File: src/rtl/mat_pkg.sv
// Shared matrix types for the row store and the LU/inverse engines.
// Complex elements are packed {im, re}; rows pack element 0 in the low bits.
package mat_pkg;

  localparam int MAT_SIZE  = 4;
  localparam int MAT_WIDTH = 64;

  typedef struct packed {
    logic [MAT_WIDTH-1:0] im;
    logic [MAT_WIDTH-1:0] re;
  } cplx_t;

  typedef cplx_t [MAT_SIZE-1:0] row_t;

  typedef enum logic [1:0] {
    INIT,
    IDLE,
    CLR
  } rs_state_e;

endpackage

File: src/rtl/mat_row_store_if.sv
// Request/response bundle of the matrix row store.
// The master (loader or engine) drives requests; the slave is the store.
interface mat_row_store_if #(
  parameter int SIZE      = 4,
  parameter int WIDTH     = 64,
  parameter int NUM_BANKS = 2
);
  localparam int ROW_W = SIZE * 2 * WIDTH;
  localparam int AW    = $clog2(SIZE);
  localparam int BW    = (NUM_BANKS > 1) ? $clog2(NUM_BANKS) : 1;

  logic             rd_valid_i;
  logic [BW-1:0]    rd_bank_i;
  logic [AW-1:0]    rd_addr_i;
  logic [ROW_W-1:0] rd_row_o;
  logic             rd_valid_o;
  logic [AW-1:0]    rd_addr_o;
  logic             wr_valid_i;
  logic [BW-1:0]    wr_bank_i;
  logic [AW-1:0]    wr_addr_i;
  logic [ROW_W-1:0] wr_row_i;
  logic             swap_valid_i;
  logic [BW-1:0]    swap_bank_i;
  logic [AW-1:0]    swap_a_i;
  logic [AW-1:0]    swap_b_i;
  logic             perm_clr_i;
  logic [BW-1:0]    perm_clr_bank_i;
  logic [SIZE*AW-1:0] perm_o;
  logic             ready_o;
  logic             busy_o;

  modport master (
    output rd_valid_i, rd_bank_i, rd_addr_i,
    output wr_valid_i, wr_bank_i, wr_addr_i, wr_row_i,
    output swap_valid_i, swap_bank_i, swap_a_i, swap_b_i,
    output perm_clr_i, perm_clr_bank_i,
    input  rd_row_o, rd_valid_o, rd_addr_o, perm_o, ready_o, busy_o
  );

  modport slave (
    input  rd_valid_i, rd_bank_i, rd_addr_i,
    input  wr_valid_i, wr_bank_i, wr_addr_i, wr_row_i,
    input  swap_valid_i, swap_bank_i, swap_a_i, swap_b_i,
    input  perm_clr_i, perm_clr_bank_i,
    output rd_row_o, rd_valid_o, rd_addr_o, perm_o, ready_o, busy_o
  );

endinterface

File: src/rtl/perm_table.sv
// One bank's logical-to-physical row map: single-cycle swap plus identity fill at idx_i.
// No reset: the owner fills every entry before the table is used.
module perm_table #(
  parameter int SIZE = 4,
  parameter int AW   = 2
) (
  input  logic                     clk_i,
  input  logic                     fill_i,
  input  logic [AW-1:0]            idx_i,
  input  logic                     swap_i,
  input  logic [AW-1:0]            a_i,
  input  logic [AW-1:0]            b_i,
  output logic [SIZE-1:0][AW-1:0]  perm_o
);

  logic [SIZE-1:0][AW-1:0] perm_q, perm_d;

  // Fill wins over swap so a swap accepted with a clear is overwritten.
  always_comb begin
    perm_d = perm_q;
    if (swap_i) begin
      perm_d[a_i] = perm_q[b_i];
      perm_d[b_i] = perm_q[a_i];
    end
    if (fill_i) begin
      perm_d[idx_i] = idx_i;
    end
  end

  always_ff @(posedge clk_i) begin
    perm_q <= perm_d;
  end

  assign perm_o = perm_q;

endmodule

File: src/rtl/mat_row_store.sv
// Banked complex-matrix row store with per-bank row permutation for pivoting.
// MAT_ROW_STORE_ZERO_INIT_EN: INIT also zeroes the data rows of every bank.
module mat_row_store
  import mat_pkg::*;
#(
  parameter int SIZE      = MAT_SIZE,
  parameter int WIDTH     = MAT_WIDTH,
  parameter int NUM_BANKS = 2
) (
  input  logic          clk_i,
  input  logic          rst_ni,
  mat_row_store_if.slave bus
);

  localparam int ROW_W = SIZE * 2 * WIDTH;
  localparam int AW    = $clog2(SIZE);
  localparam int BW    = (NUM_BANKS > 1) ? $clog2(NUM_BANKS) : 1;
  localparam logic [BW:0] NB = (BW+1)'(NUM_BANKS);

  rs_state_e        state_q, state_d;
  logic [AW-1:0]    idx_q, idx_d;
  logic [BW-1:0]    clr_bank_q, clr_bank_d;
  logic             ready, busy, fill_all, fill_clr;
  logic             rd_in, wr_in, sw_in, clr_in;
  logic             rd_acc, wr_acc, sw_acc, clr_acc;
  logic [AW-1:0]    rd_phys, wr_phys;
  logic [ROW_W-1:0] rd_row_q;
  logic             rd_valid_q;
  logic [AW-1:0]    rd_addr_q;

  logic [NUM_BANKS-1:0][SIZE-1:0][AW-1:0] perm_w;
  logic [ROW_W-1:0] mem_q [NUM_BANKS][SIZE];

  assign rd_in  = {1'b0, bus.rd_bank_i} < NB;
  assign wr_in  = {1'b0, bus.wr_bank_i} < NB;
  assign sw_in  = {1'b0, bus.swap_bank_i} < NB;
  assign clr_in = {1'b0, bus.perm_clr_bank_i} < NB;

  // An out-of-range read still answers (with zero data); other requests vanish.
  assign rd_acc  = ready & bus.rd_valid_i;
  assign wr_acc  = ready & bus.wr_valid_i & wr_in;
  assign sw_acc  = ready & bus.swap_valid_i & sw_in;
  assign clr_acc = ready & bus.perm_clr_i & clr_in;

  always_ff @(posedge clk_i or negedge rst_ni) begin
    if (!rst_ni) begin
      state_q    <= INIT;
      idx_q      <= '0;
      clr_bank_q <= '0;
    end else begin
      state_q    <= state_d;
      idx_q      <= idx_d;
      clr_bank_q <= clr_bank_d;
    end
  end

  always_comb begin
    state_d    = state_q;
    idx_d      = idx_q;
    clr_bank_d = clr_bank_q;
    unique case (state_q)
      INIT, CLR: begin
        idx_d = idx_q + 1'b1;
        if (idx_q == AW'(SIZE - 1)) begin
          state_d = IDLE;
          idx_d   = '0;
        end
      end
      IDLE: begin
        if (clr_acc) begin
          state_d    = CLR;
          clr_bank_d = bus.perm_clr_bank_i;
        end
      end
      default: state_d = INIT;
    endcase
  end

  always_comb begin
    ready    = 1'b0;
    busy     = 1'b1;
    fill_all = 1'b0;
    fill_clr = 1'b0;
    unique case (state_q)
      IDLE: begin
        ready = 1'b1;
        busy  = 1'b0;
      end
      INIT:    fill_all = 1'b1;
      CLR:     fill_clr = 1'b1;
      default: fill_all = 1'b0;
    endcase
  end

  for (genvar b = 0; b < NUM_BANKS; b++) begin : g_bank
    logic fill_b, swap_b;
    assign fill_b = fill_all | (fill_clr && (clr_bank_q == BW'(b)));
    assign swap_b = sw_acc && (bus.swap_bank_i == BW'(b));
    perm_table #(.SIZE(SIZE), .AW(AW)) u_perm (
      .clk_i  (clk_i),
      .fill_i (fill_b),
      .idx_i  (idx_q),
      .swap_i (swap_b),
      .a_i    (bus.swap_a_i),
      .b_i    (bus.swap_b_i),
      .perm_o (perm_w[b])
    );
  end

  // Both translations see the table as it was before this edge.
  assign rd_phys = rd_in ? perm_w[bus.rd_bank_i][bus.rd_addr_i] : '0;
  assign wr_phys = wr_in ? perm_w[bus.wr_bank_i][bus.wr_addr_i] : '0;

  always_ff @(posedge clk_i) begin
`ifdef MAT_ROW_STORE_ZERO_INIT_EN
    if (state_q == INIT) begin
      for (int b = 0; b < NUM_BANKS; b++) begin
        mem_q[b][idx_q] <= '0;
      end
    end
`endif
    if (wr_acc) begin
      mem_q[bus.wr_bank_i][wr_phys] <= bus.wr_row_i;
    end
  end

  always_ff @(posedge clk_i or negedge rst_ni) begin
    if (!rst_ni) begin
      rd_row_q   <= '0;
      rd_valid_q <= 1'b0;
      rd_addr_q  <= '0;
    end else begin
      rd_valid_q <= rd_acc;
      if (rd_acc) begin
        rd_addr_q <= bus.rd_addr_i;
        rd_row_q  <= rd_in ? mem_q[bus.rd_bank_i][rd_phys] : '0;
      end
    end
  end

  assign bus.rd_row_o   = rd_row_q;
  assign bus.rd_valid_o = rd_valid_q;
  assign bus.rd_addr_o  = rd_addr_q;
  assign bus.perm_o     = rd_in ? perm_w[bus.rd_bank_i] : '0;
  assign bus.ready_o    = ready;
  assign bus.busy_o     = busy;

endmodule

File: src/flat_wrapper.sv
// flat-port wrapper written by rule: the top's interface ports become plain ports
module mat_row_store_flat import mat_pkg::*;
#(
  parameter int SIZE      = MAT_SIZE,
  parameter int WIDTH     = MAT_WIDTH,
  parameter int NUM_BANKS = 2
)
  (clk_i, rst_ni, bus_rd_valid_i, bus_rd_bank_i, bus_rd_addr_i, bus_wr_valid_i, bus_wr_bank_i, bus_wr_addr_i, bus_wr_row_i, bus_swap_valid_i, bus_swap_bank_i, bus_swap_a_i, bus_swap_b_i, bus_perm_clr_i, bus_perm_clr_bank_i, bus_rd_row_o, bus_rd_valid_o, bus_rd_addr_o, bus_perm_o, bus_ready_o, bus_busy_o);
  mat_row_store_if #(.SIZE(SIZE), .WIDTH(WIDTH), .NUM_BANKS(NUM_BANKS)) bus_i ();
  input  logic clk_i;
  input  logic rst_ni;
  input wire logic [$bits(bus_i.rd_valid_i)-1:0] bus_rd_valid_i;
  input wire logic [$bits(bus_i.rd_bank_i)-1:0] bus_rd_bank_i;
  input wire logic [$bits(bus_i.rd_addr_i)-1:0] bus_rd_addr_i;
  input wire logic [$bits(bus_i.wr_valid_i)-1:0] bus_wr_valid_i;
  input wire logic [$bits(bus_i.wr_bank_i)-1:0] bus_wr_bank_i;
  input wire logic [$bits(bus_i.wr_addr_i)-1:0] bus_wr_addr_i;
  input wire logic [$bits(bus_i.wr_row_i)-1:0] bus_wr_row_i;
  input wire logic [$bits(bus_i.swap_valid_i)-1:0] bus_swap_valid_i;
  input wire logic [$bits(bus_i.swap_bank_i)-1:0] bus_swap_bank_i;
  input wire logic [$bits(bus_i.swap_a_i)-1:0] bus_swap_a_i;
  input wire logic [$bits(bus_i.swap_b_i)-1:0] bus_swap_b_i;
  input wire logic [$bits(bus_i.perm_clr_i)-1:0] bus_perm_clr_i;
  input wire logic [$bits(bus_i.perm_clr_bank_i)-1:0] bus_perm_clr_bank_i;
  output wire logic [$bits(bus_i.rd_row_o)-1:0] bus_rd_row_o;
  output wire logic [$bits(bus_i.rd_valid_o)-1:0] bus_rd_valid_o;
  output wire logic [$bits(bus_i.rd_addr_o)-1:0] bus_rd_addr_o;
  output wire logic [$bits(bus_i.perm_o)-1:0] bus_perm_o;
  output wire logic [$bits(bus_i.ready_o)-1:0] bus_ready_o;
  output wire logic [$bits(bus_i.busy_o)-1:0] bus_busy_o;
  assign bus_i.rd_valid_i = bus_rd_valid_i;
  assign bus_i.rd_bank_i = bus_rd_bank_i;
  assign bus_i.rd_addr_i = bus_rd_addr_i;
  assign bus_i.wr_valid_i = bus_wr_valid_i;
  assign bus_i.wr_bank_i = bus_wr_bank_i;
  assign bus_i.wr_addr_i = bus_wr_addr_i;
  assign bus_i.wr_row_i = bus_wr_row_i;
  assign bus_i.swap_valid_i = bus_swap_valid_i;
  assign bus_i.swap_bank_i = bus_swap_bank_i;
  assign bus_i.swap_a_i = bus_swap_a_i;
  assign bus_i.swap_b_i = bus_swap_b_i;
  assign bus_i.perm_clr_i = bus_perm_clr_i;
  assign bus_i.perm_clr_bank_i = bus_perm_clr_bank_i;
  assign bus_rd_row_o = bus_i.rd_row_o;
  assign bus_rd_valid_o = bus_i.rd_valid_o;
  assign bus_rd_addr_o = bus_i.rd_addr_o;
  assign bus_perm_o = bus_i.perm_o;
  assign bus_ready_o = bus_i.ready_o;
  assign bus_busy_o = bus_i.busy_o;
  mat_row_store #(.SIZE(SIZE), .WIDTH(WIDTH), .NUM_BANKS(NUM_BANKS)) u_core (.clk_i(clk_i), .rst_ni(rst_ni), .bus(bus_i));
endmodule
File: config.mk
export PLATFORM = sky130hd
export DESIGN_NAME = mat_row_store_flat
export DESIGN_NICKNAME = d
export VERILOG_FILES = /design/src/rtl/mat_pkg.sv /design/src/rtl/mat_row_store_if.sv /design/src/rtl/perm_table.sv /design/src/rtl/mat_row_store.sv /design/src/flat_wrapper.sv
export SDC_FILE = /design/constraint.sdc
export NUM_CORES = 2
export LEC_CHECK = 0
export BUFFER_PORTS_ARGS = -buffer_cell sky130_fd_sc_hd__buf_4
export CORE_MARGIN = 2
export CORE_UTILIZATION = 55
export CTS_CLUSTER_SIZE = 30
export DETAILED_ROUTE_END_ITERATION = 8
export PLACE_DENSITY_LB_ADDON = 0.1
export REMOVE_ABC_BUFFERS = 1
export SLEW_MARGIN = 10
export SYNTH_ARGS = -nofsm -noshare
export SYNTH_HDL_FRONTEND = slang
export SYNTH_SLANG_ARGS = --single-unit
File: constraint.sdc
create_clock -name clk_i -period 125.8 [get_ports clk_i]
set_input_delay 12.58 -clock clk_i [delete_from_list [all_inputs] [get_ports clk_i]]
set_output_delay 12.58 -clock clk_i [all_outputs]
set_load 0.01 [all_outputs]
After elaboration in Yosys (flattened, before gate mapping)
Memory sizes are Yosys's and may differ from the RTL's.
Cells that the tools add are included.

word-level totals
  word-level logic and storage cells = 103
  memories = 1
  RAM bits = 4096
  register bits = 536
  input bits = 530
  output and inout port bits = 525

cells by class
  order comparisons = 13
  reduce and logical (&&, ||, !) cells = 12
  eq/ne operators = 5
  add/subtract/negate cells = 1
  mux-type cells = 47
  bitwise gates (word level) = 10

memories
  memory        words  bits a word  rd ports  clocked after Yosys merged registers in  write ports  line                 RTL
  u_core.mem_q  2      2048         1         0                                        1            mat_row_store.sv:32  logic [ROW_W-1:0] mem_q [NUM_BANKS][SIZE];

operators with widths
  cell                   count
  $mux W2048             1
  $mux W512              3
  $bmux W512 S2          1
  $demux W512 S2         1
  $mux W8                8
  $bwmux W8              6
  $bmux W2 S2            6
  $mux W2                12
  $lt A2 B3 Y1 const B   5
  $demux W2 S2           3
  $logic_and A1 B1 Y1    8
  $ge A2 B1 Y1 const B   3
  $ge A3 B3 Y1 const B   2
  $not A2 Y3             2
  $mux W1                5
  $and A1 B1 Y1          4
  $eq A2 B2 Y1 const B   2
  $lt A1 B2 Y1 const B   2
  $ne A2 B1 Y1 const B   2
  $pmux W2 S2            1
  $reduce_and A2 Y1      2
  $lt A3 B1 Y1 const B   1
  $add A2 B1 Y2 const B  1
  $eq A2 B1 Y1 const B   1
  other kinds (4)        6

Depth between registers and ports, before layout
  word-level depth = 10
  mapped depth = 10

Cells and area by module
Synthesis repeated with hierarchy kept, for this count alone.

unflattened totals
  cell total of the unflattened synthesis = 9570
  area, all modules = 179324.5 sq um

modules (own cells, without submodules)
  module                                 area each (sq um)  times used  cells each
  mat_row_store                          177909.4           1           9391
  perm_table at u_core.g_bank[1].u_perm  724.4              1           92
  perm_table at u_core.g_bank[0].u_perm  690.7              1           87

Worst setup path before layout
Ideal clock, no wire load.

  kind = input -> register
  from = in bus_wr_bank_i
  to = mem u_core.mem_q[0][1000] (netlist name), enable pin
  stages = 4
  setup slack = 61.691 ns
  arrival = 61.473 ns
  data required time = 123.164 ns
  path through = clkbuf_1 mux4_2 mux2i_1 nor4_1

on the way
  cells in the longest elaborated chain, start to end = 10

RTL lines
  item                                                                       line                  RTL
  start, declared                                                            flat_wrapper.sv:16    input wire logic [$bits(bus_i.wr_bank_i)-1:0] bus_wr_bank_i;
  $mux W8 (implied by the code) (2 in series)                                mat_row_store.sv:112  assign wr_phys = wr_in ? perm_w[bus.wr_bank_i][bus.wr_addr_i] : '0;
  $bmux W2 S2                                                                mat_row_store.sv:112
  $mux W2 (implied by the code)                                              mat_row_store.sv:112
  $not A2 Y3 (implied by the code)                                           mat_row_store.sv:123  mem_q[bus.wr_bank_i][wr_phys] <= bus.wr_row_i;
  $ge A3 B3 Y1 (implied by the code) / $lt A3 B1 Y1 (equally long branches)  mat_row_store.sv:123
  $logic_and A1 B1 Y1 (implied by the code)                                  mat_row_store.sv:123
  $mux W512 (implied by the code)                                            mat_row_store.sv:123
  $demux W512 S2                                                             mat_row_store.sv:123
  $mux W2048 (implied by the code)                                           mat_row_store.sv:123
  end, declared                                                              mat_row_store.sv:32

Several ways; a longest one is shown, not always the timed one. The select of a mux whose other input is x is not followed.

Worst setup path after layout
  from = in bus_rd_bank_i
  to = out bus_perm_o[4]

on the way
  cells in the longest elaborated chain, start to end = 2

RTL lines
  item                                         line                  RTL
  start, declared                              flat_wrapper.sv:13    input wire logic [$bits(bus_i.rd_bank_i)-1:0] bus_rd_bank_i;
  $mux W8 (implied by the code) (2 in series)  mat_row_store.sv:144  assign bus.perm_o = rd_in ? perm_w[bus.rd_bank_i] : '0;
  end, declared                                flat_wrapper.sv:28    output wire logic [$bits(bus_i.perm_o)-1:0] bus_perm_o;

Every way passes these cells. The select of a mux whose other input is x is not followed.

==> impl_results.md <==
- CP Capture Type: primary output
- Total wire length: between 400 and 500 mm
- Synth warnings: 0
- Hold Crit Class: register to register
- Via count: ~100k
- Drt first pass iters: 6
- Final-report hold violation count: 0
- Share of cells above drive strength 1: 0.163
- Core area: about 330000 um2
- Worst setup path class: input pin to primary output
- Power density over the cells: 19.7 nW/um2
- # port buffers: 1054
- Total die area: roughly 330000 um2
- Post-placement setup slack: 98880 ps
- Synth-to-Final Area Change: 15.6%
- GRT Residual Overflow: 0
- Slew Limit Fails: 0
- Initial cell density of the core: 0.553
- Cells after synthesis: ~11000
- Clk slew on worst S/H paths: approximately 60 ps
- Setup ws final: a little under 100000 ps
- Leakage Power: roughly 78 nW
- Sequential-to-total area share from yosys stat: 0.753
- Clock root buffer master: clkbuf_16
- GP Congestion: between 0.8 and 0.9
- Distinct cells, synth: a little over 50
- # IOs: 1055
- Antenna violations before repair: 150
- Drt wl/cell: approximately 28 um
- CTS resizes: 0
- Clk sinks: ~4600
- GRT Resource Usage Total: 0.270
- Hold-fix buffers, CTS: 0
- Setup bufs post-CTS: 0
- Vias in the first global route: a little over 100k
- Vias per inst: approximately 6
- FFs w/ async S/R, synth: 0.112
- Reg2Reg Setup Slack: 118770 ps
- Max_cap viols: 0
- CTS Buf Count: about 460
- Detail Route Antenna Nets: 0
- Final setup fails: 0
- Syn Std Cell Area: between 150000 and 200000 um2
- Worst Max-Slew Pin Slew: approximately 1200 ps
- Critical Path AT: around 14000 ps
- Top FF cell, synth: edfxtp_1
- F_max: roughly 37 MHz
- Mean Syn Cell Area: ~17 um2
- DP Wirelength: approximately 250 mm
- Post-synth EDFFs: approximately 4100
- Critical path startpoint category: input pin
- DP Area: 193000 um2
- RSZ-0062 raised after global routing: no
- Skew-Pair Late Insertion Delay: 980 ps
- Run status: completed
- Deepest clock path buffer count: 4
- Initial DRC Count: about 8400
- Global-route wire length before repair: around 670 mm
- H-tree depth: 5
- Post-Route Setup TNS: 0 ps
- Synthesized flop and latch total: approximately 4600
- Die W: ~580 um
- Die H: 578 um
- Fin area: 209000 um2
- Drc violations: 0
- CP max FO: a little over 80
- Fin crit share: 0.214
- Rel. slew slack: 0.194
- Final setup skew: about 63 ps
- Net count reported at finish: approximately 12000
- Largest net degree at the start of global routing: about 170
- Tmin final: around 27000 ps
- Data required, critical path: ~110000 ps
- Row count: 210
- Maximum VDD drop: between 0.02 and 0.025 mV
- TritonCTS clock tree: done
-- cell usage in the layout, fill, tap and decap left out, types with 6 or more instances in the layout --
| cell | count |
|---|---|
| dfxtp_1 | 16 |
| clkinv_2 | 80 |
| dfrtp_1 | 520 |
| a21oi_1 | 16 |
| clkinv_1 | 59 |
| clkbuf_8 | 53 |
| nand2_1 | 535 |
| inv_1 | 7 |
| nor3_1 | 6 |
| nor2_1 | 23 |
| inv_6 | 8 |
| o31ai_1 | 6 |
| buf_12 | 25 |
| mux4_2 | 12 |
| o21ai_0 | 524 |
| edfxtp_1 | 4096 |
| mux2i_1 | 2570 |
| clkbuf_1 | 126 |
| bufinv_16 | 55 |
| buf_4 | 1210 |
| nand2b_1 | 9 |
| nor2b_1 | 7 |
| clkbuf_16 | 471 |
| clkinvlp_4 | 9 |
| a32o_1 | 511 |
| nand3_1 | 1024 |
| mux2_2 | 12 |
| diode_2 | 76 |
-- flip-flops by register name (all words and copies together), names as in the netlist --
register and flops:
u_core.bus.rd_valid_o 1, u_core.bus.rd_addr_o 2, u_core.mem_q 4096, u_core.state_q 2
u_core.idx_q 2, u_core.bus.rd_row_o 512, u_core.clr_bank_q 1, u_core.g_bank.u_perm.perm_o 16
-- area by class of cell --
cell class,instances,area (um2)
flip-flops and latches,4632,136000
fillers,22900,118000
multi-input cells,5319,41900
clock buffers,650,13000
repair buffers,1237,9630
well taps,4346,5440
clock inverters,226,2710
diodes,76,190
inverters,10,37.5
-- per-layer routing --
layer	vias to the layer above	track usage	share of wire
met5	-	0	0.0015
met4	110	0.103	0.034
met3	842	0.0825	0.092
met2	3587	0.435	0.48
met1	51900	0.346	0.40
li1	44200	-	-
-- per-stage QoR --
stage	total power [mW]	util	hold slack [ps]	std cells
3_3_place_gp	2.72	0.591	465	15500
5_1_grt	4.27	0.639	521	16500
4_1_cts	4.14	0.639	497	16400
2_1_floorplan	2.60	-	514	9961
6_report	4.12	0.639	500	16500
3_5_place_dp	2.74	0.591	482	15500
-- power breakdown --
part           switching [mW]  internal [mW]  leakage, nW
Clock                   0.573          0.832         7.68
Sequential             0.0688           1.79         44.0
Combinational           0.554          0.303         25.9
Total                    1.20           2.93         77.6
-- Yosys cell counts, types with 16 or more instances --
library cell  number  area, um2
mux2i_1         2570      25700
buf_2            114        571
edfxtp_1        4096     123000
dfxtp_1           16        320
a21oi_1           16       80.1
nor2_1            28        105
nand2_1          535       2010
a32o_1           511       5110
clkbuf_1         491       1840
buf_6             34        383
o21ai_0          524       2620
dfrtp_1          520      13000
nand3_1         1024       5120
-- cell families after synthesis --
family,share of synthesized area
DFF,0.753
muxes,0.145
and+or+nand+nor,0.0417
AOI/OAI and AO/OA,0.0446
buffers and inverters,0.0158
adders and majority gates,0.000276
-- final timing paths --
path                       cells past startpoint                               from                  endpoint
setup / recovery                               4                      bus_rd_bank_i             bus_perm_o[4]
hold / removal                                 2            u_core.bus.rd_addr_o[1]   u_core.bus.rd_addr_o[1]
setup reg to reg                               9  u_core.g_bank[1].u_perm.perm_o[0]    u_core.bus.rd_row_o[3]
hold reg to reg                                2            u_core.bus.rd_addr_o[1]   u_core.bus.rd_addr_o[1]
max in group asynchronous                      6                             rst_ni  u_core.bus.rd_row_o[152]
min in group asynchronous                      1                             rst_ni  u_core.bus.rd_row_o[480]
-- worst max-delay path, cell delays in order --
cell and delay, ps:
buf_16 290, buf_4 650, mux2_2 420, buf_4 150
No activity file was read; power rests on OpenSTA's default activity.
